## src/rtl/mdio_master_22_45.sv

```systemverilog
`default_nettype none
// ============================================================================
//  Module   : mdio_master_22_45
//  Purpose  : MDIO station-management initiator. Derives MDC from clk_25m and
//             serialises one Clause 22 / Clause 45 frame per accepted request
//             (PRE, ST, OP, PHYAD, REGAD/DEVAD, TA, DATA). Read data and a
//             turnaround error flag return on a one-cycle response strobe.
//  Ports    : clk_25m, rst_n           - clock, async active-low reset
//             enable, preamble_en,
//             opendrain_mode           - static controls
//             req_*                    - request port (valid/ready)
//             busy, resp_*             - status and response strobe
//             mdc, mdio_out, mdio_oe,
//             mdio_in                  - MDIO pad interface
//  Revision : 1.0 - initial release
// ============================================================================
module mdio_master_22_45 #(
   parameter int MDC_HALF = 5,   // clk_25m cycles per MDC half-period, >= 2
   parameter int PRE_LEN  = 32   // preamble length in bits, 1..64
) (
   input  logic        clk_25m,
   input  logic        rst_n,
   input  logic        enable,
   input  logic        preamble_en,
   input  logic        opendrain_mode,
   input  logic        req_valid,
   output logic        req_ready,
   input  logic [1:0]  req_st,
   input  logic [1:0]  req_op,
   input  logic [4:0]  req_phyad,
   input  logic [4:0]  req_regad,
   input  logic [15:0] req_wdata,
   output logic        busy,
   output logic        resp_valid,
   output logic [15:0] resp_rdata,
   output logic        resp_err,
   output logic        mdc,
   output logic        mdio_out,
   output logic        mdio_oe,
   input  logic        mdio_in
);

   localparam int              PH_W     = $clog2(2 * MDC_HALF);
   localparam logic [PH_W-1:0] PH_RISE  = PH_W'(MDC_HALF);
   localparam logic [PH_W-1:0] PH_LAST  = PH_W'(2 * MDC_HALF - 1);
   localparam logic [5:0]      PRE_LAST = 6'(PRE_LEN - 1);

   typedef enum logic [2:0] {
      S_IDLE = 3'd0,
      S_PRE  = 3'd1,
      S_HDR  = 3'd2,
      S_TA   = 3'd3,
      S_DATA = 3'd4,
      S_END  = 3'd5
   } state_t;

   state_t          state_q, state_d, next_state;
   logic [PH_W-1:0] ph_q, ph_d;
   logic [5:0]      bit_q, bit_d, bit_last;
   logic [13:0]     hdr_q, hdr_d;
   logic [15:0]     wdata_q, wdata_d;
   logic            rd_q, rd_d;
   logic [15:0]     shift_q, shift_d;
   logic            err_cap_q, err_cap_d;
   logic [1:0]      sync_q, sync_d;
   logic            mdc_q, mdc_d;
   logic            out_q, out_d;
   logic            mdio_oe_q, mdio_oe_d;
   logic            req_ready_q, req_ready_d;
   logic            busy_q, busy_d;
   logic            resp_valid_q, resp_valid_d;
   logic [15:0]     resp_rdata_q, resp_rdata_d;
   logic            resp_err_q, resp_err_d;
   logic            bit_val, bit_oe, oe_int;

   // State register
   always_ff @(posedge clk_25m or negedge rst_n) begin
      if (!rst_n) begin
         state_q <= S_IDLE;
      end else begin
         state_q <= state_d;
      end
   end

   // Datapath and output registers
   always_ff @(posedge clk_25m or negedge rst_n) begin
      if (!rst_n) begin
         ph_q         <= '0;
         bit_q        <= '0;
         hdr_q        <= '0;
         wdata_q      <= '0;
         rd_q         <= 1'b0;
         shift_q      <= '0;
         err_cap_q    <= 1'b0;
         sync_q       <= 2'b11;
         mdc_q        <= 1'b0;
         out_q        <= 1'b1;
         mdio_oe_q    <= 1'b0;
         req_ready_q  <= 1'b0;
         busy_q       <= 1'b0;
         resp_valid_q <= 1'b0;
         resp_rdata_q <= '0;
         resp_err_q   <= 1'b0;
      end else begin
         ph_q         <= ph_d;
         bit_q        <= bit_d;
         hdr_q        <= hdr_d;
         wdata_q      <= wdata_d;
         rd_q         <= rd_d;
         shift_q      <= shift_d;
         err_cap_q    <= err_cap_d;
         sync_q       <= sync_d;
         mdc_q        <= mdc_d;
         out_q        <= out_d;
         mdio_oe_q    <= mdio_oe_d;
         req_ready_q  <= req_ready_d;
         busy_q       <= busy_d;
         resp_valid_q <= resp_valid_d;
         resp_rdata_q <= resp_rdata_d;
         resp_err_q   <= resp_err_d;
      end
   end

   // Pad outputs are computed from the current state and registered, so the
   // pins lag the FSM by one cycle. mdio_in is sampled on the same cycle the
   // registered MDC goes high, keeping capture aligned to the pin edge.
   always_comb begin
      state_d      = state_q;
      ph_d         = ph_q;
      bit_d        = bit_q;
      hdr_d        = hdr_q;
      wdata_d      = wdata_q;
      rd_d         = rd_q;
      shift_d      = shift_q;
      err_cap_d    = err_cap_q;
      sync_d       = {sync_q[0], mdio_in};
      resp_valid_d = 1'b0;
      resp_rdata_d = resp_rdata_q;
      resp_err_d   = resp_err_q;
      mdc_d        = 1'b0;
      out_d        = 1'b1;
      oe_int       = 1'b0;
      bit_val      = 1'b1;
      bit_oe       = 1'b0;
      bit_last     = 6'd0;
      next_state   = S_IDLE;

      // Per-state bit source and field length
      case (state_q)
         S_PRE: begin
            bit_val    = 1'b1;
            bit_oe     = 1'b1;
            bit_last   = PRE_LAST;
            next_state = S_HDR;
         end
         S_HDR: begin
            bit_val    = hdr_q[4'd13 - bit_q[3:0]];
            bit_oe     = 1'b1;
            bit_last   = 6'd13;
            next_state = S_TA;
         end
         S_TA: begin
            // Write-type turnaround drives "10"; reads release the line
            bit_val    = rd_q ? 1'b1 : (bit_q == 6'd0);
            bit_oe     = ~rd_q;
            bit_last   = 6'd1;
            next_state = S_DATA;
         end
         S_DATA: begin
            bit_val    = rd_q ? 1'b1 : wdata_q[4'd15 - bit_q[3:0]];
            bit_oe     = ~rd_q;
            bit_last   = 6'd15;
            next_state = S_END;
         end
         default: ;
      endcase

      case (state_q)
         S_IDLE: begin
            if (req_valid && req_ready_q && enable) begin
               hdr_d     = {req_st, req_op, req_phyad, req_regad};
               wdata_d   = req_wdata;
               rd_d      = ((req_st == 2'b01) && (req_op == 2'b10)) ||
                           ((req_st == 2'b00) && req_op[1]);
               shift_d   = '0;
               err_cap_d = 1'b0;
               ph_d      = '0;
               bit_d     = '0;
               state_d   = preamble_en ? S_PRE : S_HDR;
            end
         end
         S_PRE, S_HDR, S_TA, S_DATA: begin
            mdc_d  = (ph_q >= PH_RISE);
            out_d  = bit_val;
            oe_int = bit_oe;
            if (ph_q == PH_RISE) begin
               if (rd_q && (state_q == S_TA) && (bit_q == 6'd1)) begin
                  err_cap_d = sync_q[1];
               end
               if (rd_q && (state_q == S_DATA)) begin
                  shift_d = {shift_q[14:0], sync_q[1]};
               end
            end
            if (ph_q == PH_LAST) begin
               ph_d = '0;
               if (bit_q == bit_last) begin
                  bit_d   = '0;
                  state_d = next_state;
               end else begin
                  bit_d = bit_q + 6'd1;
               end
            end else begin
               ph_d = ph_q + PH_W'(1);
            end
         end
         S_END: begin
            resp_valid_d = 1'b1;
            resp_rdata_d = rd_q ? shift_q : 16'h0000;
            resp_err_d   = rd_q & err_cap_q;
            state_d      = S_IDLE;
         end
         default: state_d = S_IDLE;
      endcase

      // Disable aborts the frame with no response
      if (!enable) begin
         state_d      = S_IDLE;
         resp_valid_d = 1'b0;
         resp_rdata_d = resp_rdata_q;
         resp_err_d   = resp_err_q;
         mdc_d        = 1'b0;
         out_d        = 1'b1;
         oe_int       = 1'b0;
      end

      req_ready_d = enable && (state_d == S_IDLE);
      busy_d      = (state_d != S_IDLE);
      mdio_oe_d   = opendrain_mode ? (oe_int & ~out_d) : oe_int;
   end

   assign req_ready  = req_ready_q;
   assign busy       = busy_q;
   assign resp_valid = resp_valid_q;
   assign resp_rdata = resp_rdata_q;
   assign resp_err   = resp_err_q;
   assign mdc        = mdc_q;
   assign mdio_out   = out_q;
   assign mdio_oe    = mdio_oe_q;

endmodule
`default_nettype wire
```

## config.mk

```make
export PLATFORM = sky130hd
export DESIGN_NAME = mdio_master_22_45
export DESIGN_NICKNAME = d
export VERILOG_FILES = /design/src/rtl/mdio_master_22_45.sv
export SDC_FILE = /design/constraint.sdc
export NUM_CORES = 1
export LEC_CHECK = 0
export ABC_AREA = 0
export CORE_AREA = 2 2 69 121
export CTS_CLUSTER_DIAMETER = 50
export DETAILED_ROUTE_END_ITERATION = 12
export DIE_AREA = 0 0 71 123
export PLACE_DENSITY = 0.84
export SLEW_MARGIN = 15
export SYNTH_ARGS = -nofsm -noshare
export SYNTH_HDL_FRONTEND = slang
export SYNTH_SLANG_ARGS = --single-unit
```

## constraint.sdc

```tcl
create_clock -name clk_25m -period 2.3 [get_ports clk_25m]
set_input_delay 0.345 -clock clk_25m [delete_from_list [all_inputs] [get_ports clk_25m]]
set_output_delay 0.345 -clock clk_25m [all_outputs]
set_load 0.005 [all_outputs]
```

# Word level (Yosys, flattened, before mapping)
# Index checks and enable logic that the tools add are counted.
[op_classes]
n_addsub = 4
order_cmp = 3
eq_ne = 16
mux = 41
n_bitwise = 4
n_reduce_logical = 24
[ops]
columns = ["operator", "n"]
rows = [
  ["16-bit two-way mux", 4],
  ["16-bit one-hot mux with 2 select lines", 1],
  ["5-bit one-hot mux with 4 select lines", 1],
  ["6-bit two-way mux", 3],
  ["1-bit two-way mux", 16],
  ["3-bit two-way mux", 4],
  ["3-bit one-hot mux with 4 select lines", 1],
  ["6-bit one-hot mux with 2 select lines", 1],
  ["4-bit by 5-bit less-than comparator with 1-bit output, second input constant", 2],
  ["2-bit inequality test, second input constant", 5],
  ["1-bit binary-select mux with 4-bit select", 2],
  ["1-bit logical AND", 8],
  ["4-bit two-way mux", 2],
  ["4-bit one-hot mux with 2 select lines", 1],
  ["4-bit AND reduction", 2],
  ["4-bit subtractor, first input constant", 2],
  ["6-bit by 1-bit adder with 6-bit output, second input constant", 1],
  ["3-bit by 2-bit equality test with 1-bit output, second input constant", 2],
  ["3-bit equality test, second input constant", 2],
  ["6-bit by 1-bit equality test with 1-bit output, second input constant", 1],
  ["6-bit equality test", 1],
  ["3-bit zero test", 2],
  ["6-bit zero test", 1],
  ["3-bit one-hot mux with 2 select lines", 1],
  ["20 further kinds", 26],
]
[word_totals]
regBits = 86
in_bits = 37
out_inout_bits = 23

# Depth between registers and ports, before layout
# Gate-level depths: netlist (run 1).
[logic_depth]
word_depth = 10
depth_mapped = 8
depth_no_buf = 7

# Worst setup path before layout (run 1)
# Ideal clock, no wire load.
[synth_timing]
path_kind = "reg2reg"
start = "register state_q[0]"
end = "register bit_q[3]"
arrival_time_ps = 1913
required_time_ps = 2174
slack_ps = 261
stages_incl_launch_ff = 7
path_buffers = 1
path_cell_list = "dfrtp_1 > buf_6 > or3_4 > a311o_1 > a221oi_4 > nor2_2 > a221o_1"
[synth_between]
elab_chain_len = 6
elab_cells_between_ends = 15
classes_between = "eq/ne (7); mux (4); reduce/logical (4)"
[synth_lines]
columns = ["element", "line_no", "rtl"]
rows = [
  ["start: declaration", "57", "state_t state_q, state_d, next_state;"],
  ["start signal: assignment", "81", "state_q <= state_d;"],
  ["3-bit equality test, or another cell as far along", "149, 178", ""],
  ["5-bit one-hot mux with 4 select lines", "149", "case (state_q)"],
  ["6-bit equality test", "206", "if (bit_q == bit_last) begin"],
  ["6-bit two-way mux", "206", ""],
  ["6-bit two-way mux", "204", "if (ph_q == PH_LAST) begin"],
  ["6-bit one-hot mux with 2 select lines", "178", "case (state_q)"],
  ["end signal: assignment", "106", "bit_q <= bit_d;"],
  ["end: declaration", "59", "logic [5:0] bit_q, bit_d, bit_last;"],
]
# Parallel ways exist; a longest one is shown, timed or not. The select of a mux whose other input is x is not followed.
# A chain may end at the register's enable or synchronous reset.

# Worst setup path after layout (run 1)
[layout_timing]
start = "register state_q[2]"
end = "register bit_q[3]"
# Same word-level chain as after synthesis.

==> results of run 1 <==
==> per-layer routing <==
metal	vias up	part of all wire, %	track usage, %
met5	-	0	0
met4	0	5.0	14.5
met3	36	3.9	4.16
met2	101	54	38.4
met1	1444	37	22.0
li1	1455	-	-
==> layout by cell type, fill, tap and decap left out, types with 2 or more instances in the layout <==
cell type,instances
dfstp_2,3
and3b_1,2
nand3b_1,4
nand2_1,85
mux4_2,6
ha_1,8
dfrtp_1,83
nand2b_1,7
and2_1,5
nor2b_1,2
clkinvlp_4,2
nor4_1,2
xnor2_1,4
o21ai_0,44
nor2_1,10
a21o_1,3
clkdlybuf4s50_1,58
and3_1,4
nand3_1,2
a21oi_1,3
mux2i_1,4
mux2_2,30
nand4_1,4
a211oi_1,3
a22o_1,4
inv_1,8
nor3_1,2
buf_4,15
clkbuf_16,9
o31ai_1,3
==> synthesized netlist by cell type (2+ instances only) <==
cell	instances
a22o_1	4
and3b_1	2
clkbuf_1	18
nand3_1	2
mux4_2	6
mux2_2	30
ha_1	8
nand3b_1	4
o21ai_0	44
nor2b_1	2
o31ai_1	3
nor4_1	2
inv_1	8
and2_1	5
a21oi_1	3
nand4_1	4
dfrtp_1	83
dfstp_2	3
a21o_1	3
mux2i_1	4
buf_2	3
and3_1	4
nand2b_1	7
xnor2_1	4
nand2_1	85
a211oi_1	3
nor2_1	10
nor3_1	2
==> worst max-delay path: stages (launching register included) <==
cell and delay, ns:
dfrtp_1 0.47, or3_4 0.45, a311o_1 0.42, a221oi_4 0.34, nor2_2 0.11, a221o_1 0.30
==> cell type report <==
type / instances / area share, %
clock inverters: 5 / 1.15
multi-input cells: 266 / 35.1
flip-flops and latches: 86 / 42.2
inverters: 8 / 0.588
clock buffers: 11 / 4.76
well taps: 90 / 2.21
repair buffers: 74 / 14.0
==> report_power, final <==
part,total (mW),internal (mW),switching [mW]
logic,1.18,0.643,0.542
registers,2.36,1.99,0.370
clock network,1.45,0.870,0.580
total,4.99,3.50,1.49
==> worst max-delay path by stage <==
| stage | slack (ns) | to | from | depth (start not counted) |
|---|---|---|---|---|
| final | 0.1 | bit_q[3]$_DFFE_PN0P_ | state_q[2]$_DFF_PN0_ | 5 |
| after global routing | 0.03 | bit_q[3]$_DFFE_PN0P_ | state_q[2]$_DFF_PN0_ | 6 |
| after CTS | 0.11 | bit_q[3]$_DFFE_PN0P_ | state_q[2]$_DFF_PN0_ | 5 |
| after detailed placement | 0.12 | bit_q[3]$_DFFE_PN0P_ | state_q[2]$_DFF_PN0_ | 5 |
| after global placement | 0.13 | rd_q$_DFFE_PN0P_ | enable | 6 |
| after floorplan | 0.26 | bit_q[3]$_DFFE_PN0P_ | state_q[0]$_DFF_PN0_ | 6 |
==> metrics by stage <==
step	total power, mW	utilization (%)
3_3_place_gp	3.45	61.6
5_1_grt	5.26	65.4
6_report	4.99	65.4
3_5_place_dp	3.55	61.6
4_1_cts	5.01	65.4
2_1_floorplan	3.10	-
==> sequential cells by signal, indices dropped and copies added, names as in the netlist <==
signal / count
busy: 1
rd_q: 1
mdc: 1
state_q: 3
resp_rdata: 16
mdio_oe: 1
mdio_out: 1
ph_q: 4
hdr_q: 14
resp_err: 1
bit_q: 6
err_cap_q: 1
resp_valid: 1
shift_q: 16
sync_q: 2
req_ready: 1
wdata_q: 16
==> cells by family after synthesis <==
family,synth area share (%)
mux,12.8
buf+inv,3.31
fa+ha+maj,2.45
simple gates,15.7
compound gates,12.0
flops,52.8
xor+xnor,0.858
==> reports/summary.md, run 1 <==
For the headroom to the max-slew limit, the log shows 54.1%. The tools report the category of the worst setup path capture point as a register. The net count of the finished layout is 490. The reg-to-reg endpoint was bit_q[3]$_DFFE_PN0P_.

The die is 123 um tall. Across the run, the number of max-cap violations was 0. The logs give 0.121 ns for the post-place setup slack and 0 for the post-CTS setup repair buffer count. The clock period minus worst slack came out at 2.20 ns. The average instance in the mapped netlist occupies 10.6 um2.

For the cell area after layout, the log shows 0.00510 mm2. After detailed routing, the number of remaining DRC violations is 0. The checks that failed: hold timing. Derived from the worst setup path, the maximum achievable clock frequency is 454 MHz. The number of buffers added by the clock tree synthesis step is 9, and the worst path arrival time is 2.42 ns.

The type of the worst min-delay path is input pin to async pin. STA classifies the critical path startpoint as a register. The tools report the sum of negative setup slack as 0 ns. The power per standard cell area was 978 mW/mm2; the count of buffers inserted at the top-level ports was 59. Of the cells placed in the final design, the portion with a size suffix greater than 1 is 16.9%. The finished layout holds 540 standard cells, fillers aside. Number of global-route vias before repair: 3088.

The worst path meets setup with 0.0979 ns of slack. The detailed-route wire length is 8400 um. The final worst clock skew is 0.00489 ns, and the number of hold buffers added after CTS is 0. The share of synthesized registers carrying an async set or reset came out at 100%. The number of hold-slack violations in the final timing report was 6; the number of standard cells after synthesis was 384. The tools report the number of antenna violations at the first check in global routing as 0. The main flop type after synthesis is dfrtp_1. The tools report the final-report max-slew violation count as 0. The first global-routing pass estimated 14200 um of wire. Once the clock tree was built, the resizer swapped 0 gates to a different size. Yosys attributes the largest share of cell area to dfrtp_1 (51%), mux2_2 (8.3%), nand2_1 (7.8%).

After detailed routing, the average wire length per cell comes to 15.6 um. After detailed placement, the total cell area comes to 0.00480 mm2. The cell area that synthesis handed to floorplanning was 0.00408 mm2. The HPWL reported at the end of detailed placement was 6110 um; the clock transition at the registers of the reported paths was 0.06 ns.

The biggest area contributor in the post-synthesis netlist is dfrtp_1. Across the VDD grid, the largest voltage drop is 0.896 mV. For this block, the initial DRC count from the detailed router was 173. After filler insertion, the fill cell instance count of the layout stands at 587. The number of routed nets with antenna violations was 0; the number of setup violations in the final report was 0. The clock passes through at most 2 buffers. The via count normalized by instance count works out to 5.62. The tree is rooted in a clkbuf_16.

The count of synthesis-stage warnings from yosys is 0, and the cell total after placement is 524. When the netlist entered floorplanning its net count stood at 429. The worst register-to-register path has a setup slack of 0.1 ns. The largest driver fanout on the critical path was 9. In this run, synthesis inferred 0 flip-flops with an integrated enable.

For the final RePlAce weighted congestion, the log shows 0.948. Entering global routing, the biggest net connects 45 pins. The H-tree was split into 3 levels.

The share of the yosys chip area belonging to registers came out at 52.8%. The tools report the launching point of the worst reg2reg path as state_q[2]$_DFF_PN0_. The I/O pin count came out at 60.

The flow ran to the end, but the final reports show violations. The share of the synthesized area in the top cell type is 50.9%, and the portion of the clock cycle consumed by the worst path in the final layout is 95.7%. In the final layout, the multi-input gates occupy 0.00179 mm2. Row generation in the floorplan step produced 43 rows. The required time reported for the critical path endpoint was 2.52 ns.

The run gives 3036 as the routed via count. TritonCTS built the clock tree. The run gives 0 as the total overflow reported by the global router. Setup repair after global routing left no endpoint under its margin. In this run the horizontal extent of the chip is 71 um.

Counting distinct cell types in the post-synthesis netlist gives 56. The later pin in the worst-skew pair is clocked with a latency of 0.34 ns. After floorplanning, the core was sized to cover 0.00780 mm2. Count of inserted antenna diode cells: 0. Type of the setup path with the least slack: register to register. Summing all flip-flop and latch instances after layout gives 0.00216 mm2.

The tools report the effective utilization at floorplan as 52.3%. Floorplan die area: 0.00873 mm2. The minimum hold slack is -0.00831 ns, and the standby leakage power is 2.15 nW. The depth of the worst register-to-register path was 5; the overall global routing resource usage was 21.3%. Before antenna repair, the detailed router went through 4 iterations.

The relative area change from synthesis to final layout came out at 25.0%. In this run, synthesis produced a sequential element count of 86. For the pin with the worst max-slew slack, the measured transition is 0.689 ns.

Number of sinks handled by clock tree synthesis: 86.
Power figures use the tool's default switching activity.
==> run 2, diff against run 1 <==
- CORE_AREA: 2 2 69 121 -> 5 5 72 124
- DIE_AREA: 0 0 71 123 -> 0 0 77 129
==> run 2 against run 1 <==
The flow now finishes without violations. Register-to-register slack improved by 0.02 ns. Sequential share of layout area fell by 0.52 points. Largest cell class unchanged. Clock power rose by 6%. Worst hold slack improved by 0.37 ns. Highest routed layer unchanged.
==> reports/summary.md, run 2 (synthesized netlist as in run 1, its figures left out) <==
The flow ran to the end, and the final reports show no timing, DRC or antenna violations. The run gives 0.00993 mm2 as the floorplan die area. The critical path is of the register to register type. The tools report the number of setup violations in the final report as 0.

After floorplanning, the core was divided into 43 placement rows. The clock insertion delay at the later pin of the skew report is 0.34 ns. Buffers inserted during clock tree synthesis total 9. The via count normalized by instance count is 5.57. The layout has 624 filler cells. The most common cell after layout, fill and taps aside was nand2_1.

At the worst endpoint, the arrival time is 2.46 ns. The most critical setup path has its startpoint at state_q[1]$_DFF_PN0_. In the final timing run, aggregate negative setup slack is 0 ns. TritonCTS built the clock tree. Entering global routing, the biggest net connects 52 pins. At the pin with the least slew margin, the transition time is 0.553 ns. The number of hold-slack violations in the final timing report came out at 0. For this design the top-level I/O count stands at 60.

The tools report the type of origin of the critical path as a register. The H-tree was split into 3 levels. Overall global routing resource usage: 18.3%. For the number of antenna violations at the first check in global routing, the log shows 0. The library cells used most frequently in the layout, excluding fill and tap cells, are nand2_1 (85), dfrtp_1 (83), clkdlybuf4s50_1 (58), o21ai_0 (44), mux2_2 (30). The total area inside the core boundary comes to 0.00780 mm2. Counting every sink on the clock net gives 86. The largest voltage drop on the vdd net was 0.627 mV. For the headroom to the max-slew limit, the log shows 62.8%. STA puts the critical path data required time at 2.57 ns.

Compared with the post-synthesis result, the final layout area differs by 26.6%. In the final layout, the share of cells above drive strength 1 is 17.6%. Launch point of the worst hold path: sync_q[0]$_DFF_PN1_. Along the worst path, the maximum fanout reaches 9.

The type of the worst min-delay path is register to register. The HPWL reported at the end of detailed placement was 6360 um. The total overflow reported by the global router came out at 0. The worst setup path is captured at a register. The initial utilization of the core area, before any placement, comes to 52.3%. The run gives 0 as the count of inserted antenna diode cells. The final RePlAce weighted congestion was 0.908. Once detail routing completed, the nets flagged for antenna violations numbered 0. Based on the critical path, the design can be clocked at up to 458 MHz. The number of nets in the final layout came out at 495. The floorplan step set the die width to 77 um. For the final database, setup skew stands at 0.00659 ns.

The count of buffers inserted at the top-level ports works out to 59. The die height was 129 um; the wire length per cell after detailed routing was 15.5 um. For this block, the initial DRC count from the detailed router was 152.

The detailed-route wire length was 8470 um. The longest clock path from root to sink contains 2 buffers. The clock period minus worst slack is 2.18 ns.

Clock-pin slew was measured on the worst setup and hold paths at 0.06 ns. The routed via count is 3034, and the final-report max-slew violation count is 0. The first global-routing pass estimated 14300 um of wire. In this run the power density over the cells is 985 mW/mm2. Summed over all cells, the static leakage comes to 2.19 nW. After detailed routing, the number of remaining DRC violations is 0. Setup repair after global routing left no endpoint under its margin. Launching point of the worst reg2reg path: state_q[1]$_DFF_PN0_. Number of global-route vias before repair: 3090. The total of max-cap violations is 0, and the portion of the clock cycle consumed by the worst path in the final layout is 95.0%.

The tree is rooted in a clkbuf_16. The run gives 0.364 ns as the minimum hold slack. The pre-antenna-repair detailed-routing pass consisted of 4 iterations.
run 2: cell count changes in the layout (fill, tap and decap cells not counted):
| cell | previous run | this run |
|---|---|---|
| buf_4 | 15 | 19 |
| bufinv_16 | 1 | 2 |
| clkinv_2 | 1 | 0 |
| clkinv_4 | 1 | 0 |
| clkinvlp_4 | 2 | 3 |
| dlygate4sd3_1 | 0 | 1 |
run 2: report_power, final:
group / switching (mW) / total (mW) / leakage (nW) / internal (mW)
clock: 0.564 / 1.54 / 0.148 / 0.980
combinational: 0.567 / 1.23 / 0.922 / 0.668
sequential: 0.327 / 2.31 / 1.12 / 1.99
total: 1.46 / 5.09 / 2.19 / 3.63
run 2: routing by layer:
layer	vias up	GRT usage, %	routed length (um)
li1	1466	-	-
met5	-	0	0
met1	1467	18.6	3100
met2	85	34.0	4680
met3	16	4.90	425
met4	0	8.91	256
run 2: stage by stage:
step / util, % / instances / power (mW) / setup slack [ns] / instance area, um2
6_report: 66.2 / 545 / 5.09 / 0.115 / 5170
5_1_grt: 66.2 / 545 / 5.43 / 0.0230 / 5170
4_1_cts: 66.2 / 545 / 5.15 / 0.135 / 5170
3_5_place_dp: 61.9 / 528 / 3.58 / 0.104 / 4830
3_3_place_gp: 61.9 / 528 / 3.49 / 0.183 / 4830
2_1_floorplan: - / 384 / 3.10 / 0.261 / 4080
run 2: path summary, 6_finish.rpt:
path	to	slack, ns	cells past startpoint
worst max-delay path	state_q[1]$_DFF_PN0_	0.12	5
worst min-delay path	sync_q[1]$_DFF_PN1_	0.36	0
worst max register to register	state_q[1]$_DFF_PN0_	0.12	5
worst min register to register	sync_q[1]$_DFF_PN1_	0.36	0
max in group asynchronous	sync_q[1]$_DFF_PN1_	1.12	3
min in group asynchronous	mdc$_DFF_PN0_	0.51	2
run 2: cell type report:
type / instances / area, um2 / area share [%]
flip-flops and latches: 86 / 2160 / 41.7
multi-input cells: 266 / 1790 / 34.6
repair buffers: 79 / 753 / 14.6
clock buffers: 11 / 243 / 4.70
well taps: 90 / 113 / 2.18
clock inverters: 5 / 82.6 / 1.60
inverters: 8 / 30.0 / 0.581
run 2: critical path, cell delays in order, from the launching register on:
cell      delay [ns]
dfrtp_1         0.46
or3_4           0.43
a311o_1         0.42
a221oi_2        0.39
mux2_1          0.37
nand2_1         0.06
run 2: what timing repair did:
action                    CTS  global route
hold endpoints to repair   35             0
hold buffers                1             0
gates resized for setup     0             0
buffers inserted            0             0
